**src/rtl/i2c_master_pkg.sv**
```systemverilog
// Shared types and default constants for the I2C master line-driving path.
package i2c_master_pkg;

  // Drive sources for the default three-source build; DS_IDLE doubles as the
  // first out-of-range select value, which the line driver treats as idle.
  typedef enum logic [1:0] {
    DS_START_STOP = 2'd0,
    DS_TX         = 2'd1,
    DS_RX         = 2'd2,
    DS_IDLE       = 2'd3
  } DriveSelectType;

  typedef enum logic [1:0] {
    LD_IDLE   = 2'd0,
    LD_GUARD  = 2'd1,
    LD_ACTIVE = 2'd2
  } LineDrvStateType;

  localparam int LD_NUM_SRC      = 3;
  localparam int LD_GUARD_CYCLES = 4;
  localparam int LD_SYNC_STAGES  = 2;

endpackage

```
**src/rtl/i2c_sync.sv**
```systemverilog
// N-stage synchroniser for a raw pad input; resets to 1 (released line).
// Latency STAGES clocks, no backpressure.
module i2c_sync
  import i2c_master_pkg::*;
#(
  parameter int STAGES = LD_SYNC_STAGES
) (
  input  logic clk,
  input  logic n_rst,
  input  logic d,
  output logic q
);

  logic [STAGES-1:0] sr;

  always_ff @(posedge clk or negedge n_rst) begin
    if (!n_rst) begin
      sr <= '1;
    end else begin
      sr <= {sr[STAGES-2:0], d};
    end
  end

  assign q = sr[STAGES-1];

endmodule

```
**src/rtl/i2c_line_driver.sv**
```systemverilog
// Registered, glitch-guarded SDA/SCL source mux with pad synchronisers, stretch and arbitration-loss detect.
// Outputs lag the selected source by one clock; a selection change freezes the lines for GUARD_CYCLES clocks.
module i2c_line_driver
  import i2c_master_pkg::*;
#(
  parameter int NUM_SRC      = LD_NUM_SRC,
  parameter int SEL_W        = $clog2(NUM_SRC),
  parameter int SYNC_STAGES  = LD_SYNC_STAGES,
  parameter int GUARD_CYCLES = LD_GUARD_CYCLES
) (
  input  logic               clk,
  input  logic               n_rst,
  input  logic               sel_valid,
  input  logic [SEL_W-1:0]   sel,
  input  logic [NUM_SRC-1:0] src_sda,
  input  logic [NUM_SRC-1:0] src_scl,
  input  logic               sda_in,
  input  logic               scl_in,
  input  logic               arb_clear,
  output logic               sda_out,
  output logic               scl_out,
  output logic               sda_sync,
  output logic               scl_sync,
  output logic               switching,
  output logic               stretch,
  output logic               arb_lost
);

  localparam int               CNT_W     = (GUARD_CYCLES > 1) ? $clog2(GUARD_CYCLES) : 1;
  localparam logic [CNT_W-1:0] CNT_LOAD  = CNT_W'(GUARD_CYCLES - 1);
  localparam logic [SEL_W:0]   NUM_SRC_W = (SEL_W + 1)'(NUM_SRC);

  LineDrvStateType  state_q, state_d;
  logic [CNT_W-1:0] cnt_q, cnt_d;
  logic [SEL_W-1:0] cur_sel_q, cur_sel_d;
  logic [SEL_W:0]   req_q, req_d;
  logic [SEL_W:0]   req, cur;
  logic             req_act;
  logic             sda_d, scl_d;
  logic             arb_det;

  i2c_sync #(.STAGES(SYNC_STAGES)) u_sda_sync (
    .clk   (clk),
    .n_rst (n_rst),
    .d     (sda_in),
    .q     (sda_sync)
  );

  i2c_sync #(.STAGES(SYNC_STAGES)) u_scl_sync (
    .clk   (clk),
    .n_rst (n_rst),
    .d     (scl_in),
    .q     (scl_sync)
  );

  // Out-of-range selects behave exactly like sel_valid=0.
  assign req_act = sel_valid && ({1'b0, sel} < NUM_SRC_W);
  assign req     = {req_act, sel};
  assign cur     = {state_q == LD_ACTIVE, cur_sel_q};

  always_ff @(posedge clk or negedge n_rst) begin
    if (!n_rst) begin
      state_q   <= LD_IDLE;
      cnt_q     <= '0;
      cur_sel_q <= '0;
      req_q     <= '0;
    end else begin
      state_q   <= state_d;
      cnt_q     <= cnt_d;
      cur_sel_q <= cur_sel_d;
      req_q     <= req_d;
    end
  end

  always_comb begin
    state_d   = state_q;
    cnt_d     = cnt_q;
    cur_sel_d = cur_sel_q;
    req_d     = req_q;
    unique case (state_q)
      LD_IDLE: begin
        if (req_act) begin
          state_d = LD_GUARD;
          cnt_d   = CNT_LOAD;
          req_d   = req;
        end
      end
      LD_ACTIVE: begin
        if (req != cur) begin
          state_d = LD_GUARD;
          cnt_d   = CNT_LOAD;
          req_d   = req;
        end
      end
      LD_GUARD: begin
        // Any request movement restarts the freeze so the new source only
        // goes live after a full quiet window.
        if (req != req_q) begin
          cnt_d = CNT_LOAD;
          req_d = req;
        end else if (cnt_q == '0) begin
          if (req_act) begin
            state_d   = LD_ACTIVE;
            cur_sel_d = sel;
          end else begin
            state_d = LD_IDLE;
          end
        end else begin
          cnt_d = cnt_q - 1'b1;
        end
      end
      default: state_d = LD_IDLE;
    endcase
  end

  always_comb begin
    sda_d = sda_out;
    scl_d = scl_out;
    if (arb_lost || state_q == LD_IDLE) begin
      sda_d = 1'b1;
      scl_d = 1'b1;
    end else if (state_q == LD_ACTIVE) begin
      sda_d = src_sda[cur_sel_q];
      scl_d = src_scl[cur_sel_q];
    end
  end

  // We release SDA with SCL high, yet the bus shows SDA low: another master owns it.
  assign arb_det = (state_q == LD_ACTIVE) && sda_out && scl_out && scl_sync && !sda_sync;

  always_ff @(posedge clk or negedge n_rst) begin
    if (!n_rst) begin
      sda_out  <= 1'b1;
      scl_out  <= 1'b1;
      stretch  <= 1'b0;
      arb_lost <= 1'b0;
    end else begin
      sda_out  <= sda_d;
      scl_out  <= scl_d;
      stretch  <= scl_out && !scl_sync;
      arb_lost <= arb_det || (arb_lost && !arb_clear);
    end
  end

  assign switching = (state_q == LD_GUARD);

endmodule

```
**config.mk**
```make
export PLATFORM = sky130hd
export DESIGN_NAME = i2c_line_driver
export DESIGN_NICKNAME = d
export VERILOG_FILES = /design/src/rtl/i2c_master_pkg.sv /design/src/rtl/i2c_sync.sv /design/src/rtl/i2c_line_driver.sv
export SDC_FILE = /design/constraint.sdc
export NUM_CORES = 1
export LEC_CHECK = 0
export ABC_AREA = 0
export BUFFER_PORTS_ARGS = -buffer_cell sky130_fd_sc_hd__buf_2
export CAP_MARGIN = 5
export CORE_UTILIZATION = 51
export CTS_CLUSTER_SIZE = 12
export DETAILED_ROUTE_END_ITERATION = 10
export HOLD_SLACK_MARGIN = 0.1
export PLACE_DENSITY = 0.76
export SLEW_MARGIN = 25
export SYNTH_ARGS = -nofsm -noshare
export SYNTH_HDL_FRONTEND = slang
export SYNTH_SLANG_ARGS = --single-unit
export TNS_END_PERCENT = 20
```
**constraint.sdc**
```tcl
create_clock -name clk -period 2.3 [get_ports clk]
set_clock_uncertainty 0.05 [all_clocks]
set_input_delay 0.115 -clock clk [delete_from_list [all_inputs] [get_ports clk]]
set_output_delay 0.115 -clock clk [all_outputs]
set_load 0.005 [all_outputs]
```
---- Yosys cells after proc, flatten, opt, wreduce, memory -nomap -nowiden ----
Cells that the tools add are included.
storage, ports and cells
  flip-flop bits (word level) ............. 17
  logic and storage cells ................. 67
cells by class
  muxes and demuxes ....................... 23
  reduce and logical (&&, ||, !) cells .... 20
  eq/ne operators ......................... 10
  magnitude comparators ................... 2
  add/subtract/negate cells ............... 1
  bitwise gates (word level) .............. 1
operators by type and width
  kind                 count
  $mux 2               9
  $reduce_and 4->1     4
  $pmux 2 s3           2
  $mux 3               3
  $pmux 3 s3           1
  $logic_and 1x1->1    7
  $mux 1               6
  $ne 2x1->1 const B   3
  $ne 3x3->1           2
  $bmux 1 s2           2
  $logic_not 2->1      2
  $ne 2x2->1 const B   2
  $logic_not 1->1      3
  $lt 2x3->1 const B   1
  $ne 3x3->1 const B   1
  $reduce_bool 3->1    1
  $eq 2x1->1 const B   1
  $eq 2x2->1 const B   1
  $logic_or 1x1->1     2
  $lt 2x2->1 const B   1
  $reduce_bool 2->1    1
  $sub 2x1->2 const B  1
  $not 1->1            1

---- Logic depth before layout (Yosys ltp) ----
Gate-level depths: netlist of the first run.
  depth after elaboration ................. 6
  mapped depth ............................ 7
  gate-level depth less buffers ........... 7

---- Cells and area by module ----
From an unflattened synthesis of the first run, not the netlist that was laid out.
second synthesis, totals
  cell total of the unflattened synthesis .. 82
  area, all modules ....................... 949.7 µm²
by module, submodules not included
  module           area each (µm²)  times used  cells each
  i2c_line_driver  844.6            1           78
  i2c_sync         52.6             2           2

---- Worst setup path before layout of the first run ----
No wires, ideal clock.
  kind .................................... register -> register
  start ................................... register state_q[0]
  end ..................................... register state_q[0]
  arrival ................................. 1.709 ns
  setup time .............................. 0.079 ns
  buffers on the path ..................... 0
  data required time ...................... 2.171 ns
  stages on the path, launching flop included .. 8
  setup slack ............................. 0.462 ns
  cells stage by stage .................... dfrtp_1 -> inv_1 -> ha_1 -> and4bb_2 -> a32oi_1 -> inv_1 -> a221oi_1 -> mux2i_1
between the ends
  cells in the longest elaborated chain, start to end .. 4
  elaborated cells on any way between the ends .. 10
  those cells by class .................... eq/ne: 7; mux: 1; reduce/logical: 2
ends and longest elaborated chain
  item                        line                                          source
  from (decl)                 i2c_line_driver.sv:33                         LineDrvStateType state_q, state_d;
  from (signal assigned)      i2c_line_driver.sv:68                         state_q <= state_d;
  $eq 2x2->1                  i2c_line_driver.sv:59, i2c_line_driver.sv:80
  $ne 3x3->1                  i2c_line_driver.sv:89                         if (req != cur) begin
  $ne 2x1->1 (no line)        --
  $reduce_and 4->1 (no line)  --
Parallel ways exist; a longest one is shown, timed or not.
A chain may end at the register's enable or synchronous reset.

---- Worst setup path after layout of the first run ----
Ends and elaborated chain as after synthesis.

==> results of run 1 <==
-- worst max-delay path: stages (launching register included) --
cell and delay (ps):
dfrtp_1 390, inv_1 90, ha_1 290, and4bb_2 260
a32oi_1 270, inv_1 100, a221oi_1 330, mux2i_1 230
-- power breakdown --
group	total, mW	switching [mW]	internal (mW)
Clock	0.156	0.0887	0.0673
Sequential	0.379	0.0351	0.344
Combinational	0.239	0.122	0.117
Total	0.774	0.246	0.528
-- state kept, by name, summed over array words and instances (netlist names) --
| register | cells |
|---|---|
| sda_out | 1 |
| cur_sel_q | 2 |
| req_q | 3 |
| arb_lost | 1 |
| stretch | 1 |
| u_scl_sync.sr | 2 |
| scl_out | 1 |
| state_q | 2 |
| cnt_q | 2 |
| u_sda_sync.sr | 2 |
-- worst max path at each step --
stage,start,endpoint,slack [ps],depth (start not counted)
final,state_q[0],state_q[0],220,7
after global routing,state_q[0],state_q[0],20,7
after CTS,state_q[0],state_q[0],220,7
after detailed placement,state_q[0],state_q[0],230,7
after global placement,state_q[0],state_q[0],360,7
after floorplan,state_q[0],state_q[0],460,7
-- cell families after synthesis --
| logic type | Yosys count | synth area share (%) |
|---|---|---|
| AO/OA/AOI/OAI | 16 | 12.18 |
| XOR/XNOR | 3 | 2.942 |
| adder cells (fa/ha/maj) | 5 | 7.003 |
| buffers and inverters | 9 | 4.202 |
| flip-flops | 17 | 48.46 |
| multiplexers | 9 | 11.62 |
| AND/OR/NAND/NOR | 18 | 13.58 |
-- routing by layer --
metal	track usage (%)	vias to the layer above
li1	-	332
met1	25.27	331
met2	36.72	16
met3	3.750	2
met4	10.91	0
met5	0	-
-- layout by cell type (no fill, tap or decap), types with 4 or more instances in the layout --
| master | instances |
|---|---|
| buf_2 | 20 |
| dfrtp_1 | 11 |
| inv_1 | 8 |
| nand2_1 | 6 |
| dfstp_2 | 6 |
| ha_1 | 5 |
| mux2i_1 | 4 |
| dlygate4sd3_1 | 4 |
-- cell type report --
class                      count  area (sq um)
fill                         124         504.2
multi-input combinational     51         422.9
sequential                    17         432.9
clock buffer                   4         26.28
inverter                       8         30.03
tap                           16         20.02
timing repair buffer          24         140.1
==> qor.yml, run 1 <==
cts:
  h-tree-depth: 1
  root_buffer: "clkbuf_4"
  clockBufferDepth: 2
  cts_resized: 0
  clk_pin_slew_worst_paths_ps: 90
  clk_latency_ps: 280
  postCtsHoldBufs: 4
  cts_tree: "yes"
  cts_buffers: 3
  post-cts-setup-buffers: 0
  cts.sinks: 17
placed_design:
  dp_hpwl_microns: 1247
  dp_slack_ps: 229.5
  port_buffers: 20
  placed_cell_area_sq_um: 1006
  gp_congestion: 0.7611
  dp.cells: 112
synth:
  yosysWarnings: 0
  ys_seq_area_share_pct: 48.46
  synth.largest_area_cell: "dfrtp_1"
  synth.area.top_cells: "dfrtp_1, dfstp_2, ha_1"
  syn_avg_cell_area_sq_um: 11.60
  yosysTopAreaCellShare_pct: 30.81
  synthFlopType: "dfrtp_1"
  async_flop_share_pct: 100.0
  synth_edf_count: 0
  syn_nets: 96
  netlist_area_sq_um: 893.4
  synth.most_common_cell: "dfrtp_1"
  synth_commonest_cells: "dfrtp_1, inv_1, dfstp_2, nand2_1, ha_1"
  ys_ff_latch: 17
  synthCells: 77
  ys_types: 30
detailed_routing:
  drc: 2
  routed_via_density: 5.675
  dr.max_layer_used: "met4"
  wl_met3_microns: 60
  drtAntennaViolNets: 0
  wl_per_cell_microns: 14.01
  drt_wl_total_microns: 1681
  first_pass_iters: 6
  vias: 681
  drtIter0Drc: 13
  wl_met1_microns: 743
  met2_length_microns: 854
setup_path:
  r2r_slack_ps: 220
  r2r_start: "state_q[0]"
  timing.rr.end: "state_q[0]"
  reg2reg_depth: 7
  endpoint_kind: "flip-flop"
  worstPathRequired_ps: 2460
  cp-start-kind: "flip-flop"
  crit_type: "reg -> reg"
  cp.arrival_ps: 2240
  worst-path-max-fanout: 8
floorplanning:
  dieArea_sq_um: 1923
  placementRows: 14
  start_util_pct: 56.67
  die_y_microns: 43.86
  core-area_sq_um: 1577
  die_width_microns: 43.86
  ios: 21
min_path:
  hp-class: "in -> reg"
  hold_start: "src_scl[1]"
  hold_end: "scl_out"
  whs_path_depth: 5
grt:
  antenna_found_initial: 0
  grt-ovfl-total: 0
  grt_max_degree: 18
  grt_pass1_wl_microns: 2994
  grt_usage_pct: 21.27
  first_global_vias: 696
sta:
  fin_ws_ps: 217.8
  fin_crit_sh_pct: 90.53
  hold_viol_final: 0
  slew_headroom_pct: 74.13
  worst_pin_slew_ps: 384.0
  fin_setup_tns_ps: 0
  layout_min_cycle_time_ps: 2082
  drv_slew: 0
  rsz0062_at_grt: "no"
  setup_viol: 0
  hold_ws_ps: 126.2
  fmax_ghz: 0.4803
pwr:
  power.density_nw_per_um2: 722.1
  totalPowerFinal_uw: 774.3
  p_leak_nw: 0.4947
  peakVddDrop_uv: 486.5
final_layout:
  diodes: 0
  fin_util_pct: 68.02
  num-nets-final: 124
  final_area_sq_um: 1072
  finalNonFillerCells: 120
  synthToLayoutAreaGrowth_pct: 20.03
  layout-drive-gt1-share_pct: 37.50
status:
  violations: "DRC"
  run_status: "finished, violations left"
flow_run:
  maxCapViolations: 0
No activity file was read; power rests on OpenSTA's default activity.
==> run 2: changes to the inputs <==
CORE_UTILIZATION = 46   (was 51)
PLACE_DENSITY = 0.73   (was 0.76)
clock period = 1.9 ns   (was 2.3 ns; I/O delays follow)
==> qor.yml, run 2 (same netlist as run 1, synthesis figures left out) <==
final_layout:
  synthToLayoutAreaGrowth_pct: 28.01
  register_area_sq_um: 432.9  # unchanged
  multiInputGateArea_sq_um: 442.9  # +4.7%
  fillCellCount: 149  # +20%
  largest_register_ffs: 3  # unchanged
  layout-drive-gt1-share_pct: 44.04  # +6.5 points
  final_common_cell: "buf_2"
  diodes: 0  # unchanged
  final_area_sq_um: 1144  # +6.7%
  largest-register: "req_q"
  finalNonFillerCells: 134  # +12%
  num-nets-final: 129  # +4.0%
  final_cell_mix: "buf_2, dfrtp_1, inv_1"
placed_design:
  port_buffers: 20  # unchanged
  dp_slack_ps: -76.44  # -306.0 ps
  placed_cell_area_sq_um: 1032  # +2.6%
  dp.cells: 123  # +9.8%
  gp_congestion: 0.7718  # +1.4%
  dp_hpwl_microns: 1338  # +7.3%
setup_path:
  cp-start-kind: "input port"
  startpoint: "sel[1]"
  crit_type: "in -> reg"
  worst-path-max-fanout: 8  # unchanged
  r2r_slack_ps: 10  # -210 ps
  r2r_start: "req_q[2]"
  timing.rr.end: "req_q[2]"
  worstPathRequired_ps: 2040  # -420 ps
  reg2reg_depth: 5  # -2
  endpoint_kind: "flip-flop"
  cp.arrival_ps: 2040  # -200 ps
min_path:
  hold_start: "sel[0]"
  hold_end: "cur_sel_q[0]"
  whs_path_depth: 2  # -3
  hp-class: "in -> reg"
status:
  violations: "setup timing"
  run_status: "finished, violations left"
floorplanning:
  core-area_sq_um: 1764  # +12%
  start_util_pct: 50.64  # -6.0 points
  placementRows: 15  # +1
  dieArea_sq_um: 2122  # +10%
  die_width_microns: 46.07  # +5.1%
  die_y_microns: 46.07  # +5.1%
  ios: 21  # unchanged
detailed_routing:
  drtAntennaViolNets: 0  # unchanged
  routed_via_density: 5.313  # -6.4%
  vias: 712  # +4.6%
  drt_wl_total_microns: 1839  # +9.4%
  wl_per_cell_microns: 13.72  # -2.0%
  drtIter0Drc: 14  # +1
  drc: 0  # -2
  first_pass_iters: 5  # -1
sta:
  layout_min_cycle_time_ps: 1905
  fin_crit_sh_pct: 100.2
  drv_slew: 0  # unchanged
  rsz0062_at_grt: "yes"
  worst_pin_slew_ps: 372.0  # -12.05 ps
  hold_viol_final: 0  # unchanged
  slew_headroom_pct: 74.94  # +0.81 points
  fin_ws_ps: -4.746  # -222.5 ps
  fin_setup_tns_ps: -6.493  # -6.493 ps
  fmax_ghz: 0.5250
  setup_viol: 2  # +2
cts:
  clk_latency_ps: 290  # about the same
  cts_tree: "yes"
  h-tree-depth: 1  # unchanged
  cts_buffers: 3  # unchanged
  root_buffer: "clkbuf_4"
  clk_pin_slew_worst_paths_ps: 90  # about the same
  cts.sinks: 17  # unchanged
  clockBufferDepth: 2  # unchanged
flow_run:
  maxCapViolations: 0  # unchanged
pwr:
  p_leak_nw: 0.5218  # +5.5%
  power.density_nw_per_um2: 858.7  # +19%
  peakVddDrop_uv: 530.7  # +9.1%
grt:
  grt-ovfl-total: 0  # unchanged
  antenna_found_initial: 0  # unchanged
  first_global_vias: 684  # -1.7%
  grt_pass1_wl_microns: 2718  # -9.2%
  grt_max_degree: 18  # unchanged
  grt_usage_pct: 19.39  # -1.9 points
==> run 2: worst max path at each step <==
stage	end	depth (start not counted)
floorplan	state_q[0]	7
global placement	state_q[1]	7
detailed placement	state_q[0]	7
CTS	cur_sel_q[1]	5
global route	cur_sel_q[1]	5
finish	cur_sel_q[1]	7
==> run 2: final cells by class <==
| cell class | instances | area share, % |
|---|---|---|
| Timing Repair Buffer | 29 | 15.75 |
| Clock buffer | 4 | 2.298 |
| Tap cell | 25 | 2.735 |
| Multi-Input combinational cell | 51 | 38.73 |
| Inverter | 8 | 2.626 |
| Sequential cell | 17 | 37.86 |
==> run 2: worst max-delay path: stages <==
cell and delay [ps]:
dlygate4sd3_1 550, buf_2 170, nand4bb_1 200, o22ai_1 200
o21ai_2 120, or3_4 410, mux2_4 300
==> run 2: through the flow <==
step	power, mW	hold WS [ps]	utilization (%)
floorplan	0.6669	-250.6	-
global placement	0.7362	-18.21	58.51
detailed placement	0.7554	-19.47	58.51
CTS	0.9684	103.8	63.19
global route	1.049	110.4	64.82
finish	0.9820	116.8	64.82
==> run 2: what timing repair did <==
| item | CTS | global route |
|---|---|---|
| hold buffers | 5 | 0 |
| gates resized for setup | 1 | 4 |
| setup endpoints to repair | 2 | 9 |
| buffers inserted | 0 | 2 |
| cloned | 0 | 0 |
| endpoints found under the hold margin | 22 | 0 |
| pin swaps | 0 | 1 |
==> run 2: metal layers <==
metal  GRT usage [%]  routed length, microns  vias up
li1                -                       -      339
met1           18.64                     770      339
met2           35.49                     933       28
met3           6.275                      88        6
met4           11.18                      47        0
met5               0                       0        -
==> run 2: power breakdown <==
| group | switching, mW | total [mW] | leakage [nW] | internal [mW] |
|---|---|---|---|---|
| Clock | 0.106 | 0.188 | 0.0150 | 0.0818 |
| Combinational | 0.171 | 0.333 | 0.313 | 0.162 |
| Sequential | 0.0441 | 0.460 | 0.194 | 0.416 |
==> run 3: changes to the inputs <==
CORE_UTILIZATION = 47   (was 46)
SYNTH_HIERARCHICAL = 1   (was not set)
==> qor.yml, run 3 <==
final_layout:
  num-nets-final: 136  # +5.4%
  final_common_cell: "buf_2"
  fin_util_pct: 67.50  # +2.7 points
  register_area_sq_um: 432.9  # unchanged
  layout-drive-gt1-share_pct: 43.10  # -0.93 points
  largest-register: "req_q"
  synthToLayoutAreaGrowth_pct: 28.06  # about the same
  multiInputGateArea_sq_um: 490.5  # +11%
  final_cell_mix: "buf_2, dfrtp_1, nand2_1"
  fillCellCount: 149  # unchanged
  largest_register_ffs: 3  # unchanged
  diodes: 0  # unchanged
detailed_routing:
  drc: 0  # unchanged
  first_pass_iters: 4  # -1
  wl_per_cell_microns: 13.11  # -4.5%
  routed_via_density: 5.191  # -2.3%
  drt_wl_total_microns: 1848  # +0.49%
  drtAntennaViolNets: 0  # unchanged
  drtIter0Drc: 6  # -8
  vias: 732  # +2.8%
synth:
  ys_ff_latch: 17  # unchanged
  ys_seq_area_share_pct: 45.59  # -2.9 points
  synth.area.top_cells: "dfrtp_1, dfstp_2, ha_1"
  synth.most_common_cell: "dfrtp_1"
  syn_avg_cell_area_sq_um: 11.58  # -0.18%
  yosysWarnings: 6  # +6
  syn_nets: 101  # +5.2%
  yosysTopAreaCellShare_pct: 28.99  # -1.8 points
  async_flop_share_pct: 100.0  # unchanged
  synthCells: 82  # +6.5%
  synth_edf_count: 0  # unchanged
  synth_commonest_cells: "dfrtp_1, nand2_1, inv_1"
  netlist_area_sq_um: 949.7  # +6.3%
  synth.largest_area_cell: "dfrtp_1"
  ys_types: 34  # +13%
  synthFlopType: "dfrtp_1"
sta:
  hold_ws_ps: 117.0  # +0.2670 ps
  fin_crit_sh_pct: 97.49  # -2.8 points
  drv_slew: 0  # unchanged
  fin_setup_tns_ps: 0  # +6.493 ps
  hold_viol_final: 0  # unchanged
  setup_viol: 0  # -2
  fmax_ghz: 0.5399  # +2.8%
  layout_min_cycle_time_ps: 1852  # -52.48 ps
  slew_headroom_pct: 75.56  # +0.62 points
  worst_pin_slew_ps: 366.6  # -5.317 ps
cts:
  cts_tree: "yes"
  clockBufferDepth: 2  # unchanged
  cts.sinks: 17  # unchanged
  cts_buffers: 3  # unchanged
  clk_latency_ps: 300  # about the same
  h-tree-depth: 1  # unchanged
  clk_pin_slew_worst_paths_ps: 100  # about the same
  root_buffer: "clkbuf_4"
grt:
  grt_pass1_wl_microns: 2918  # +7.4%
  top_usage_layer: "met2"
  gr-usage-met3_pct: 3.462  # -2.8 points
  first_global_vias: 685  # +0.15%
  grt_usage_pct: 19.66  # +0.27 points
  antenna_found_initial: 0  # unchanged
  grt.met2_usage_pct: 32.78  # -2.7 points
  grt-ovfl-total: 0  # unchanged
  grt_max_degree: 18  # unchanged
  globalRouteMet1Util_pct: 24.33  # +5.7 points
pwr:
  power.density_nw_per_um2: 865.5  # +0.79%
  pwr-share-clk_pct: 18.5  # -0.7 points
  comb_power_share_pct: 38.3  # +4.3 points
  swShare_pct: 32.90  # +0.17 points
  p_leak_nw: 0.5593  # +7.2%
  peakVddDrop_uv: 623.5  # +18%
  sequentialPowerShare_pct: 43.2  # -3.7 points
  p_int_uw: 706.3  # +6.9%
  switchingPower_uw: 346.3  # +7.7%
  totalPowerFinal_mw: 1.053  # +7.2%
setup_path:
  crit_type: "reg -> reg"
  worstPathRequired_ps: 2040  # about the same
  r2r_slack_ps: 50  # +40 ps
  timing.rr.end: "req_q[2]"
  crit_end: "req_q[2]"
  cp-start-kind: "flip-flop"
  worst-path-max-fanout: 4  # -4
  cp.arrival_ps: 1990  # -50 ps
  reg2reg_depth: 6  # +1
  endpoint_kind: "flip-flop"
  startpoint: "state_q[1]"
  r2r_start: "state_q[1]"
floorplanning:
  die_y_microns: 46.95  # +1.9%
  dieArea_sq_um: 2204  # +3.9%
  die_width_microns: 46.95  # +1.9%
  ios: 21  # unchanged
  start_util_pct: 52.71  # +2.1 points
  core-area_sq_um: 1802  # +2.1%
  placementRows: 15  # unchanged
placed_design:
  gp_congestion: 0.7815  # +1.3%
  dp_hpwl_microns: 1364  # +1.9%
  port_buffers: 20  # unchanged
min_path:
  hp-class: "in -> reg"
flow_run:
  maxCapViolations: 0  # unchanged
status:
  run_status: "complete, no violations"
-- run 3: cell count changes after synthesis, sizes merged, moves of 2 or more --
cell and change:
nor2 +4, o21bai -2, nand2 +2, o22ai -2
-- run 3: kinds of logic after synthesis --
group / share of synthesized area [%]
and+or+nand+nor: 16.07
AOI/OAI and AO/OA: 13.57
adders and majority gates: 6.588
muxes: 10.28
buffers and inverters: 5.139
xor gates and xnor gates: 2.767
DFF: 45.59
-- run 3: power groups by stage --
stage / Sequential [mW] / Combinational [mW] / Clock, mW
floorplan: 0.455 / 0.277 / 0
global placement: 0.457 / 0.371 / 0
detailed placement: 0.459 / 0.378 / 0
CTS: 0.454 / 0.395 / 0.201
global route: 0.460 / 0.439 / 0.215
finish: 0.454 / 0.404 / 0.195
-- run 3: repair_timing --
| item | CTS | global route |
|---|---|---|
| buffers inserted | 0 | 2 |
| hold buffers | 7 | 0 |
| endpoints found under the setup margin | 0 | 3 |
| endpoints found under the hold margin | 24 | 0 |
| resized for setup | 0 | 2 |
-- run 3: cell type report --
type                       count  share of cell area (%)
timing repair buffer          32                   17.08
inverter                       7                   2.160
clock inverter                 1                  0.4115
tap                           25                   2.572
multi-input combinational     56                   40.33
sequential                    17                   35.60
clock buffer                   3                   1.852
-- run 3: worst max-delay path, stage by stage (launching register included) --
cell	delay [ps]
dfrtp_1	420
ha_2	190
and4bb_2	240
a32oi_4	210
nand3b_4	120
a21o_4	220
mux2_4	300
-- run 3: worst min-delay path by stage --
stage / start / endpoint / slack (ps) / cells past startpoint
3_5_place_dp: n_rst / arb_lost / -20 / 1
4_1_cts: sel[1] / req_q[1] / 110 / 2
3_3_place_gp: n_rst / state_q[0] / -30 / 1
2_1_floorplan: n_rst / arb_lost / -250 / 0
6_report: sel[1] / req_q[1] / 120 / 2
5_1_grt: sel[1] / req_q[1] / 110 / 2
-- run 3: stage by stage --
| step | std cells | area (sq um) | setup WS (ps) |
|---|---|---|---|
| floorplan | 82 | 952.2 | 13.90 |
| global route | 141 | 1216 | -2.603 |
| detailed placement | 128 | 1084 | 7.972 |
| finish | 141 | 1216 | 47.74 |
| global placement | 128 | 1084 | 74.13 |
| CTS | 139 | 1181 | 1.678 |
-- run 3: metal layers --
metal / share of wire [%] / vias up / wire (microns)
met2: 47 / 16 / 875
met4: 2.3 / 0 / 42
met5: 0 / - / 0
li1: - / 362 / -
met1: 47 / 350 / 877
met3: 2.8 / 4 / 52
